**config.mk**
```make
export PLATFORM = sky130hd
export DESIGN_NAME = axis_pkt_gen
export DESIGN_NICKNAME = d
export VERILOG_FILES = /design/src/rtl/axis_pkt_gen.sv
export SDC_FILE = /design/constraint.sdc
export NUM_CORES = 1
export LEC_CHECK = 0
export ABC_AREA = 1
export BUFFER_PORTS_ARGS = -buffer_cell sky130_fd_sc_hd__buf_4
export CORE_AREA = 2 2 248 250
export CTS_CLUSTER_SIZE = 25
export DETAILED_ROUTE_END_ITERATION = 10
export DIE_AREA = 0 0 250 252
export GPL_TIMING_DRIVEN = 0
export PLACE_DENSITY_LB_ADDON = 0.3
export SLEW_MARGIN = 20
export SYNTH_ARGS = -nofsm -noshare
export SYNTH_HDL_FRONTEND = slang
export SYNTH_SLANG_ARGS = --single-unit
```
**constraint.sdc**
```tcl
create_clock -name clk -period 6.15 [get_ports clk]
set_input_delay 0.9225 -clock clk [delete_from_list [all_inputs] [get_ports clk]]
set_output_delay 0.9225 -clock clk [all_outputs]
set_load 0.05 [all_outputs]
```
**src/rtl/axis_pkt_gen.sv**
```systemverilog
// AXI-Stream packet generator: header beat then incrementing index beats, with a configurable gap between packets.
// All outputs are registered; one beat per cycle when tready=1, and each beat is held stable while tready=0.
module axis_pkt_gen #(
   parameter int AXIS_DATA_WIDTH = 512,
   parameter int AXIS_KEEP_WIDTH = AXIS_DATA_WIDTH/8,
   parameter logic [AXIS_DATA_WIDTH-1:0] HDR_TEMPLATE = '0
) (
   input  logic                       clk,
   input  logic                       rst_n,
   input  logic                       start,
   input  logic [15:0]                cfg_len_beats,
   input  logic [15:0]                cfg_pkt_count,
   input  logic [7:0]                 cfg_gap,
   output logic [AXIS_DATA_WIDTH-1:0] m_axis_tdata,
   output logic [AXIS_KEEP_WIDTH-1:0] m_axis_tkeep,
   output logic                       m_axis_tvalid,
   input  logic                       m_axis_tready,
   output logic                       m_axis_tlast,
   output logic                       busy,
   output logic                       done,
   output logic [15:0]                sent_count
);

   typedef enum logic [1:0] {IDLE, SEND, GAP, FINISH} state_t;

   state_t                     state_q, state_d;
   logic [15:0]                len_q, len_d;
   logic [15:0]                cnt_q, cnt_d;
   logic [7:0]                 gap_q, gap_d;
   logic [7:0]                 gap_cnt_q, gap_cnt_d;
   logic [15:0]                b_q, b_d;
   logic [15:0]                sent_q, sent_d;
   logic [AXIS_DATA_WIDTH-1:0] tdata_q, tdata_d;
   logic [AXIS_KEEP_WIDTH-1:0] tkeep_q, tkeep_d;
   logic                       tvalid_q, tvalid_d;
   logic                       tlast_q, tlast_d;
   logic                       done_q, done_d;
   logic                       busy_q, busy_d;

   logic [15:0] len_eff;
   logic [15:0] b_nxt;
   logic [15:0] sent_nxt;

   assign len_eff  = (cfg_len_beats == 16'd0) ? 16'd1 : cfg_len_beats;
   assign b_nxt    = b_q + 16'd1;
   assign sent_nxt = sent_q + 16'd1;

   // Beat 0 carries the header with the 16-bit length field at bytes 16/17 (big-endian).
   function automatic logic [AXIS_DATA_WIDTH-1:0] beat_data(input logic [15:0] b,
                                                            input logic [15:0] len);
      logic [15:0]                l;
      logic [AXIS_DATA_WIDTH-1:0] d;
      l = (len << 6) - 16'd14;
      if (b == 16'd0) begin
         d          = HDR_TEMPLATE;
         d[135:128] = l[15:8];
         d[143:136] = l[7:0];
      end else begin
         d = {{(AXIS_DATA_WIDTH-16){1'b0}}, b};
      end
      return d;
   endfunction

   always_comb begin
      state_d   = state_q;
      len_d     = len_q;
      cnt_d     = cnt_q;
      gap_d     = gap_q;
      gap_cnt_d = gap_cnt_q;
      b_d       = b_q;
      sent_d    = sent_q;
      tdata_d   = tdata_q;
      tvalid_d  = tvalid_q;
      tlast_d   = tlast_q;
      done_d    = 1'b0;

      case (state_q)
         IDLE: begin
            if (start) begin
               len_d  = len_eff;
               cnt_d  = cfg_pkt_count;
               gap_d  = cfg_gap;
               sent_d = 16'd0;
               b_d    = 16'd0;
               if (cfg_pkt_count == 16'd0) begin
                  state_d = FINISH;
               end else begin
                  state_d  = SEND;
                  tvalid_d = 1'b1;
                  tdata_d  = beat_data(16'd0, len_eff);
                  tlast_d  = (len_eff == 16'd1);
               end
            end
         end
         SEND: begin
            if (tvalid_q && m_axis_tready) begin
               if (tlast_q) begin
                  b_d    = 16'd0;
                  sent_d = sent_nxt;
                  if (sent_nxt == cnt_q) begin
                     state_d  = FINISH;
                     tvalid_d = 1'b0;
                     tlast_d  = 1'b0;
                  end else if (gap_q != 8'd0) begin
                     state_d   = GAP;
                     gap_cnt_d = gap_q;
                     tvalid_d  = 1'b0;
                     tlast_d   = 1'b0;
                  end else begin
                     tdata_d = beat_data(16'd0, len_q);
                     tlast_d = (len_q == 16'd1);
                  end
               end else begin
                  b_d     = b_nxt;
                  tdata_d = beat_data(b_nxt, len_q);
                  tlast_d = (b_nxt == len_q - 16'd1);
               end
            end
         end
         GAP: begin
            // The count is loaded on entry, so leaving at 1 yields exactly gap idle cycles.
            if (gap_cnt_q <= 8'd1) begin
               state_d  = SEND;
               tvalid_d = 1'b1;
               tdata_d  = beat_data(16'd0, len_q);
               tlast_d  = (len_q == 16'd1);
            end else begin
               gap_cnt_d = gap_cnt_q - 8'd1;
            end
         end
         FINISH: begin
            done_d  = 1'b1;
            state_d = IDLE;
         end
         default: state_d = IDLE;
      endcase

      busy_d  = (state_d != IDLE);
      tkeep_d = tvalid_d ? {AXIS_KEEP_WIDTH{1'b1}} : {AXIS_KEEP_WIDTH{1'b0}};
   end

   always_ff @(posedge clk) begin
      if (!rst_n) begin
         state_q   <= IDLE;
         len_q     <= 16'd0;
         cnt_q     <= 16'd0;
         gap_q     <= 8'd0;
         gap_cnt_q <= 8'd0;
         b_q       <= 16'd0;
         sent_q    <= 16'd0;
         tdata_q   <= '0;
         tkeep_q   <= '0;
         tvalid_q  <= 1'b0;
         tlast_q   <= 1'b0;
         done_q    <= 1'b0;
         busy_q    <= 1'b0;
      end else begin
         state_q   <= state_d;
         len_q     <= len_d;
         cnt_q     <= cnt_d;
         gap_q     <= gap_d;
         gap_cnt_q <= gap_cnt_d;
         b_q       <= b_d;
         sent_q    <= sent_d;
         tdata_q   <= tdata_d;
         tkeep_q   <= tkeep_d;
         tvalid_q  <= tvalid_d;
         tlast_q   <= tlast_d;
         done_q    <= done_d;
         busy_q    <= busy_d;
      end
   end

   assign m_axis_tdata  = tdata_q;
   assign m_axis_tkeep  = tkeep_q;
   assign m_axis_tvalid = tvalid_q;
   assign m_axis_tlast  = tlast_q;
   assign busy          = busy_q;
   assign done          = done_q;
   assign sent_count    = sent_q;

endmodule

```
After elaboration in Yosys (flattened, before gate mapping):

Index checks and enable logic that the tools add are counted.

* bits in registers: 662
* bits of input ports: 44

* reduce and logical (&&, ||, !) cells: 16
* magnitude comparators: 1
* mux-type cells: 49
* equality and inequality tests: 17
* $add $sub $neg: 6

Operators with widths (number)
* $mux 512: 7
* $pmux 512 s3: 1
* $mux 144: 1
* $mux 16: 6
* $mux 64: 1
* $pmux 16 s2: 2
* $logic_not 16->1: 3
* $mux 8: 5
* $add 16x1->16 const B: 2
* $eq 16x1->1 const B: 2
* $eq 16x16->1: 2
* $sub 16x4->16 const B: 2
* $ne 2x2->1 const B: 8
* $pmux 8 s2: 1
* $sub 16x1->16 const B: 1
* $mux 1: 15
* $mux 2: 7
* $le 8x1->1 const B: 1
* $pmux 2 s4: 1
* $reduce_bool 8->1: 1
* $sub 8x1->8 const B: 1
* $reduce_and 7->1: 1
* $ne 3x3->1 const B: 2
* $pmux 1 s3: 2
* other kinds (11): 14

Logic depth before layout (Yosys ltp):

* depth after elaboration: 7
* mapped depth: 19

Worst setup path before layout:

OpenSTA, ideal clock, no wires.

* path kind: reg2reg
* from: reg with a tool-made name
* to: reg tdata_q[15], in the netlist m_axis_tdata[15]
* arrival time: 3.028 ns
* cell stages (with the launch flop): 10
* required time: 6.085 ns
* clock period less this slack: 3.092 ns
* path buffers: 1
* path slack: 3.058 ns
* cells stage by stage: dfxtp_1 > nand2_1 > inv_1 > nor2_1 > nor3_1 > inv_1 > a21oi_4 > buf_4 > nor2_1 > nor2_1

RTL lines
* end signal: assignment: RTL line 165 `tdata_q <= tdata_d;`
* end: declaration: RTL line 33 `logic [AXIS_DATA_WIDTH-1:0] tdata_q, tdata_d;`

Worst setup path after layout:

* from: reg state_q[1]
* to: reg sent_q[11], in the netlist sent_count[11]

* longest elaborated chain between the ends: 3

RTL lines
* start: declaration: RTL line 26 `state_t state_q, state_d;`
* start signal: assignment: RTL line 158 `state_q <= state_d;`
* $eq 2x1->1 or $logic_not 2->1 (tied branches): RTL line 77 `case (state_q)`
* $ne 2x2->1 (no line) or $reduce_bool 2->1 (tied branches)
* $reduce_and 4->1 (no line)
* end signal: assignment: RTL line 164 `sent_q <= sent_d;`
* end: declaration: RTL line 32 `logic [15:0] sent_q, sent_d;`

Several ways; a longest one is shown, not always the timed one.
A chain may end at the register's enable or synchronous reset.

==> reports/qor.log <==
[layout] post-synthesis to final-layout area growth 41.6%
[sta] Clock Skews 0.0101 ns
[sta] final hold violation count 0
[drt] post-detailed-route wirelength per cell 12.0 µm
[setup_path] CP delay by family, top simple AND/OR/NAND/NOR gates
[layout] area taken by flip-flops and latches 0.00227 mm²
[outcome] status complete, no violations
[drt] number of DRC violations after detailed routing 0
[layout] Antenna Diode Count 0
[place] weighted congestion reported at the end of routability-driven placement 0.851
[synthesis] Yosys Warn Count 0
[synthesis] count of flip-flops with a built-in enable after synthesis 0
[clock_network] TritonCTS Buffers 17
[layout] multi-input logic area 0.00578 mm²
[floorplan] top-level port count 640
[synthesis] Netlist Area Pre-Place 0.0109 mm²
[global_routing] layer with the highest usage after global routing met2
[setup_path] biggest cell delay along the critical path 0.66 ns
[synthesis] ys flop type sky130_fd_sc_hd__dfxtp_1
[sta] actual slew at the worst max-slew pin 0.826 ns
[setup_path] series of cell instances along the critical path inv_1 -> ha_1 -> clkbuf_1 -> inv_1 -> nor2_1 -> nor2_1 -> inv_2 -> nor2_1 -> buf_2 -> nand3_1 -> a21oi_1
[floorplan] placeable core area 0.0601 mm²
[place] count of input and output buffers 155
[clock_network] root buffer cell sky130_fd_sc_hd__clkbuf_16
[place] pre-CTS setup slack 2.70 ns
[drt] drt via density 3.31
[floorplan] area of the die 0.0630 mm²
[clock_network] Skew-Pair Late Insertion Delay 0.44 ns
[drt] initial detailed-routing violation count 716
[sta] final critical-path share of the clock period 0.557
[sta] RSZ-0062 raised after global routing no
[synthesis] synth unique cells 42
[clock_network] number of buffers added for setup after CTS 0
[layout] number of nets in the finished design 2357
[synthesis] share of synthesized area occupied by flip-flops and latches 0.207
[worst_hold_path] worst min-delay path category reg -> reg
[place] Post-Place Cell Area 0.0149 mm²
[synthesis] number of instances in the synthesized netlist 1644
[global_routing] final global-route overflow total 0
[power_and_ir_drop] Peak supply drop 0.000226 V
[sta] maximum clock frequency 0.292 GHz
[setup_path] type of element capturing the critical path register
[global_routing] GR Layer Usage met2 0.191
[synthesis] post-synthesis async set-or-reset flop share 0
[floorplan] Chip Width 250 µm
[layout] final instance area 0.0155 mm²
[setup_path] worst path arrival time 3.79 ns
[floorplan] overall die height 252 µm
[sta] worst setup slack after layout 2.72 ns
[drt] total vias in the final route 10252
[setup_path] Buffers & Inverters on Critical Path 5
[clock_network] clock transition time at the flip-flop clock pins of the worst setup and hold paths 0.05 ns
[clock_network] H-tree depth 4
[layout] Final Instance Count excl. Fillers 3093
[power_and_ir_drop] overall power consumption 4.24 mW
[drt] Detailed Route WL 37200 µm
[floorplan] initial core utilization 0.182
[layout] layout cells sized above 1 0.331
[layout] final design utilization 0.258
[clock_network] buffer depth of the longest clock path 2
[sta] number of max-slew violations in the final report 0
[synthesis] Post-Synthesis Mean Instance Area 6.66 µm²
[setup_path] worst-path cell with the longest stage delay sky130_fd_sc_hd__nor2_1
[run] Maximum Capacitance Violations 0
[global_routing] pin count of the biggest net entering global routing 69
[setup_path] kind of critical path reg -> reg
[global_routing] GR Util All Layers 0.111
[clock_network] post-cts hold buffer count 0
[clock_network] clock tree from TritonCTS built
[clock_network] CTS resizes 0
[place] dpl cells 3063
[global_routing] met1 track demand over resource 0.143
[setup_path] worst endpoint required time 6.51 ns
[drt] detailed-router iteration count before antenna repair 5
[sta] worst slew margin relative to its limit 0.449
[clock_network] clock sink count 113
[floorplan] number of cell rows 90
[setup_path] CP most frequent cell sky130_fd_sc_hd__nor2_1
[setup_path] startpoint type of the worst setup path register
[global_routing] met3 capacity usage during global routing 0.0230
[place] post-detail-place hpwl 31700 µm
[global_routing] global-route wire length before repair 53500 µm
[sta] Setup Viol. Count Final 0
[layout] number of filler cells placed in the layout 6846
[global_routing] number of global-route vias before repair 8590
[sta] accumulated negative setup slack 0 ns
[drt] post-route antenna net violation count 0
[power_and_ir_drop] static leakage 8.57 nW
[setup_path] maximum net fanout on the critical path 10
[global_routing] antenna violations before repair 1
[power_and_ir_drop] power density over cell area 274 mW/mm²
[synthesis] synthesis-stage register bit count 113
[sta] Hold Worst Slack 0.469 ns
[sta] crit path time final 3.43 ns
## Yosys cell counts, types with 2 or more instances
| cell | number | area share |
|---|---|---|
| sky130_fd_sc_hd__clkinv_1 | 3 | 0.0010 |
| sky130_fd_sc_hd__inv_1 | 109 | 0.037 |
| sky130_fd_sc_hd__clkbuf_1 | 30 | 0.010 |
| sky130_fd_sc_hd__xor2_1 | 17 | 0.014 |
| sky130_fd_sc_hd__a22oi_1 | 2 | 0.0014 |
| sky130_fd_sc_hd__dfxtp_1 | 113 | 0.21 |
| sky130_fd_sc_hd__o2111ai_1 | 2 | 0.0016 |
| sky130_fd_sc_hd__nand2_4 | 2 | 0.0021 |
| sky130_fd_sc_hd__nor2_2 | 4 | 0.0023 |
| sky130_fd_sc_hd__buf_6 | 2 | 0.0021 |
| sky130_fd_sc_hd__nand2_2 | 6 | 0.0034 |
| sky130_fd_sc_hd__a21oi_1 | 83 | 0.038 |
| sky130_fd_sc_hd__buf_4 | 552 | 0.38 |
| sky130_fd_sc_hd__nand3_1 | 87 | 0.040 |
| sky130_fd_sc_hd__nor4_1 | 9 | 0.0051 |
| sky130_fd_sc_hd__nand3b_1 | 4 | 0.0027 |
| sky130_fd_sc_hd__o21ai_1 | 9 | 0.0041 |
| sky130_fd_sc_hd__nor2_1 | 159 | 0.055 |
| sky130_fd_sc_hd__nand4_1 | 22 | 0.013 |
| sky130_fd_sc_hd__o21ai_0 | 84 | 0.038 |
| sky130_fd_sc_hd__xnor2_1 | 7 | 0.0056 |
| sky130_fd_sc_hd__nand3_2 | 2 | 0.0018 |
| sky130_fd_sc_hd__ha_1 | 13 | 0.015 |
| sky130_fd_sc_hd__a211oi_1 | 3 | 0.0021 |
| sky130_fd_sc_hd__or2_2 | 4 | 0.0023 |
| sky130_fd_sc_hd__nor2_4 | 3 | 0.0031 |
| sky130_fd_sc_hd__nand2_1 | 278 | 0.095 |
| sky130_fd_sc_hd__nor3_1 | 21 | 0.0096 |
## where the power goes
group / total (mW) / internal, mW / switching [mW]
registers: 0.923 / 0.823 / 0.100
clock network: 1.03 / 0.651 / 0.380
logic: 2.28 / 0.651 / 1.63
total: 4.24 / 2.13 / 2.11
## cell type report
type,count,area share
Tap cell,782,0.0632
Sequential cell,113,0.146
Clock buffer,20,0.0295
Buffer,586,0.277
Clock inverter,10,0.00872
Multi-Input combinational cell,1314,0.373
Inverter,113,0.0274
Timing Repair Buffer,155,0.0751
## worst paths after layout
| kind | slack (ns) | from | cells after the start | endpoint |
|---|---|---|---|---|
| max | 2.72 | state_q[1] | 11 | sent_count[11] |
| min | 0.47 | gap_cnt_q[1] | 2 | gap_cnt_q[1] |
| max reg2reg | 2.72 | state_q[1] | 11 | sent_count[11] |
| min reg2reg | 0.47 | gap_cnt_q[1] | 2 | gap_cnt_q[1] |
## per-layer routing
metal  part of all wire  vias up
met2               0.50      335
met1               0.44     4404
li1                   -     5493
met5            0.00035        -
met3              0.062       18
met4             0.0061        2
## kinds of logic after synthesis
| family | synth area share |
|---|---|
| compound gates | 0.0919 |
| xor+xnor | 0.0192 |
| fa+ha+maj | 0.0149 |
| buf+inv | 0.431 |
| flops | 0.207 |
| other cells | 0.000343 |
| simple gates | 0.236 |
## cells in the final DEF, fill, tap and decap left out, types with 2 or more instances in the layout
cell type and instances:
sky130_fd_sc_hd__buf_4 707, sky130_fd_sc_hd__conb_1 483, sky130_fd_sc_hd__nand2_1 278, sky130_fd_sc_hd__nor2_1 159
sky130_fd_sc_hd__dfxtp_1 112, sky130_fd_sc_hd__inv_1 109, sky130_fd_sc_hd__nand3_1 87, sky130_fd_sc_hd__o21ai_0 84
sky130_fd_sc_hd__a21oi_1 83, sky130_fd_sc_hd__clkbuf_1 31, sky130_fd_sc_hd__nand4_1 22, sky130_fd_sc_hd__nor3_1 21
sky130_fd_sc_hd__xor2_1 17, sky130_fd_sc_hd__clkbuf_16 17, sky130_fd_sc_hd__ha_1 13, sky130_fd_sc_hd__nor4_1 9
sky130_fd_sc_hd__o21ai_1 9, sky130_fd_sc_hd__xnor2_1 7, sky130_fd_sc_hd__nand2_2 6, sky130_fd_sc_hd__or2_2 4
sky130_fd_sc_hd__nor2_2 4, sky130_fd_sc_hd__nand3b_1 4, sky130_fd_sc_hd__clkinv_1 3, sky130_fd_sc_hd__nor2_4 3
sky130_fd_sc_hd__a211oi_1 3, sky130_fd_sc_hd__bufinv_16 3, sky130_fd_sc_hd__clkinv_2 3, sky130_fd_sc_hd__a22oi_1 2
sky130_fd_sc_hd__nand3_2 2, sky130_fd_sc_hd__nand2_4 2, sky130_fd_sc_hd__o2111ai_1 2, sky130_fd_sc_hd__buf_6 2
sky130_fd_sc_hd__clkbuf_8 2, sky130_fd_sc_hd__clkinvlp_4 2
## worst reg2reg max path, cell delays in order (launching register included)
cell                       delay (ns)
sky130_fd_sc_hd__dfxtp_1         0.39
sky130_fd_sc_hd__inv_1           0.10
sky130_fd_sc_hd__ha_1            0.18
sky130_fd_sc_hd__clkbuf_1        0.25
sky130_fd_sc_hd__inv_1           0.24
sky130_fd_sc_hd__nor2_1          0.09
sky130_fd_sc_hd__nor2_1          0.53
sky130_fd_sc_hd__inv_2           0.25
sky130_fd_sc_hd__nor2_1          0.66
sky130_fd_sc_hd__buf_2           0.39
sky130_fd_sc_hd__nand3_1         0.13
sky130_fd_sc_hd__a21oi_1         0.14
## state kept, by name, summed over array words and instances (netlist names), named ones only
register / flops
cnt_q: 16
m_axis_tdata: 27
m_axis_tlast: 1
len_q: 16
done: 1
state_q: 2
sent_count: 16
gap_cnt_q: 8
gap_q: 8
b_q: 16
busy: 1
Note: power is estimated with default switching activity, not from simulation.
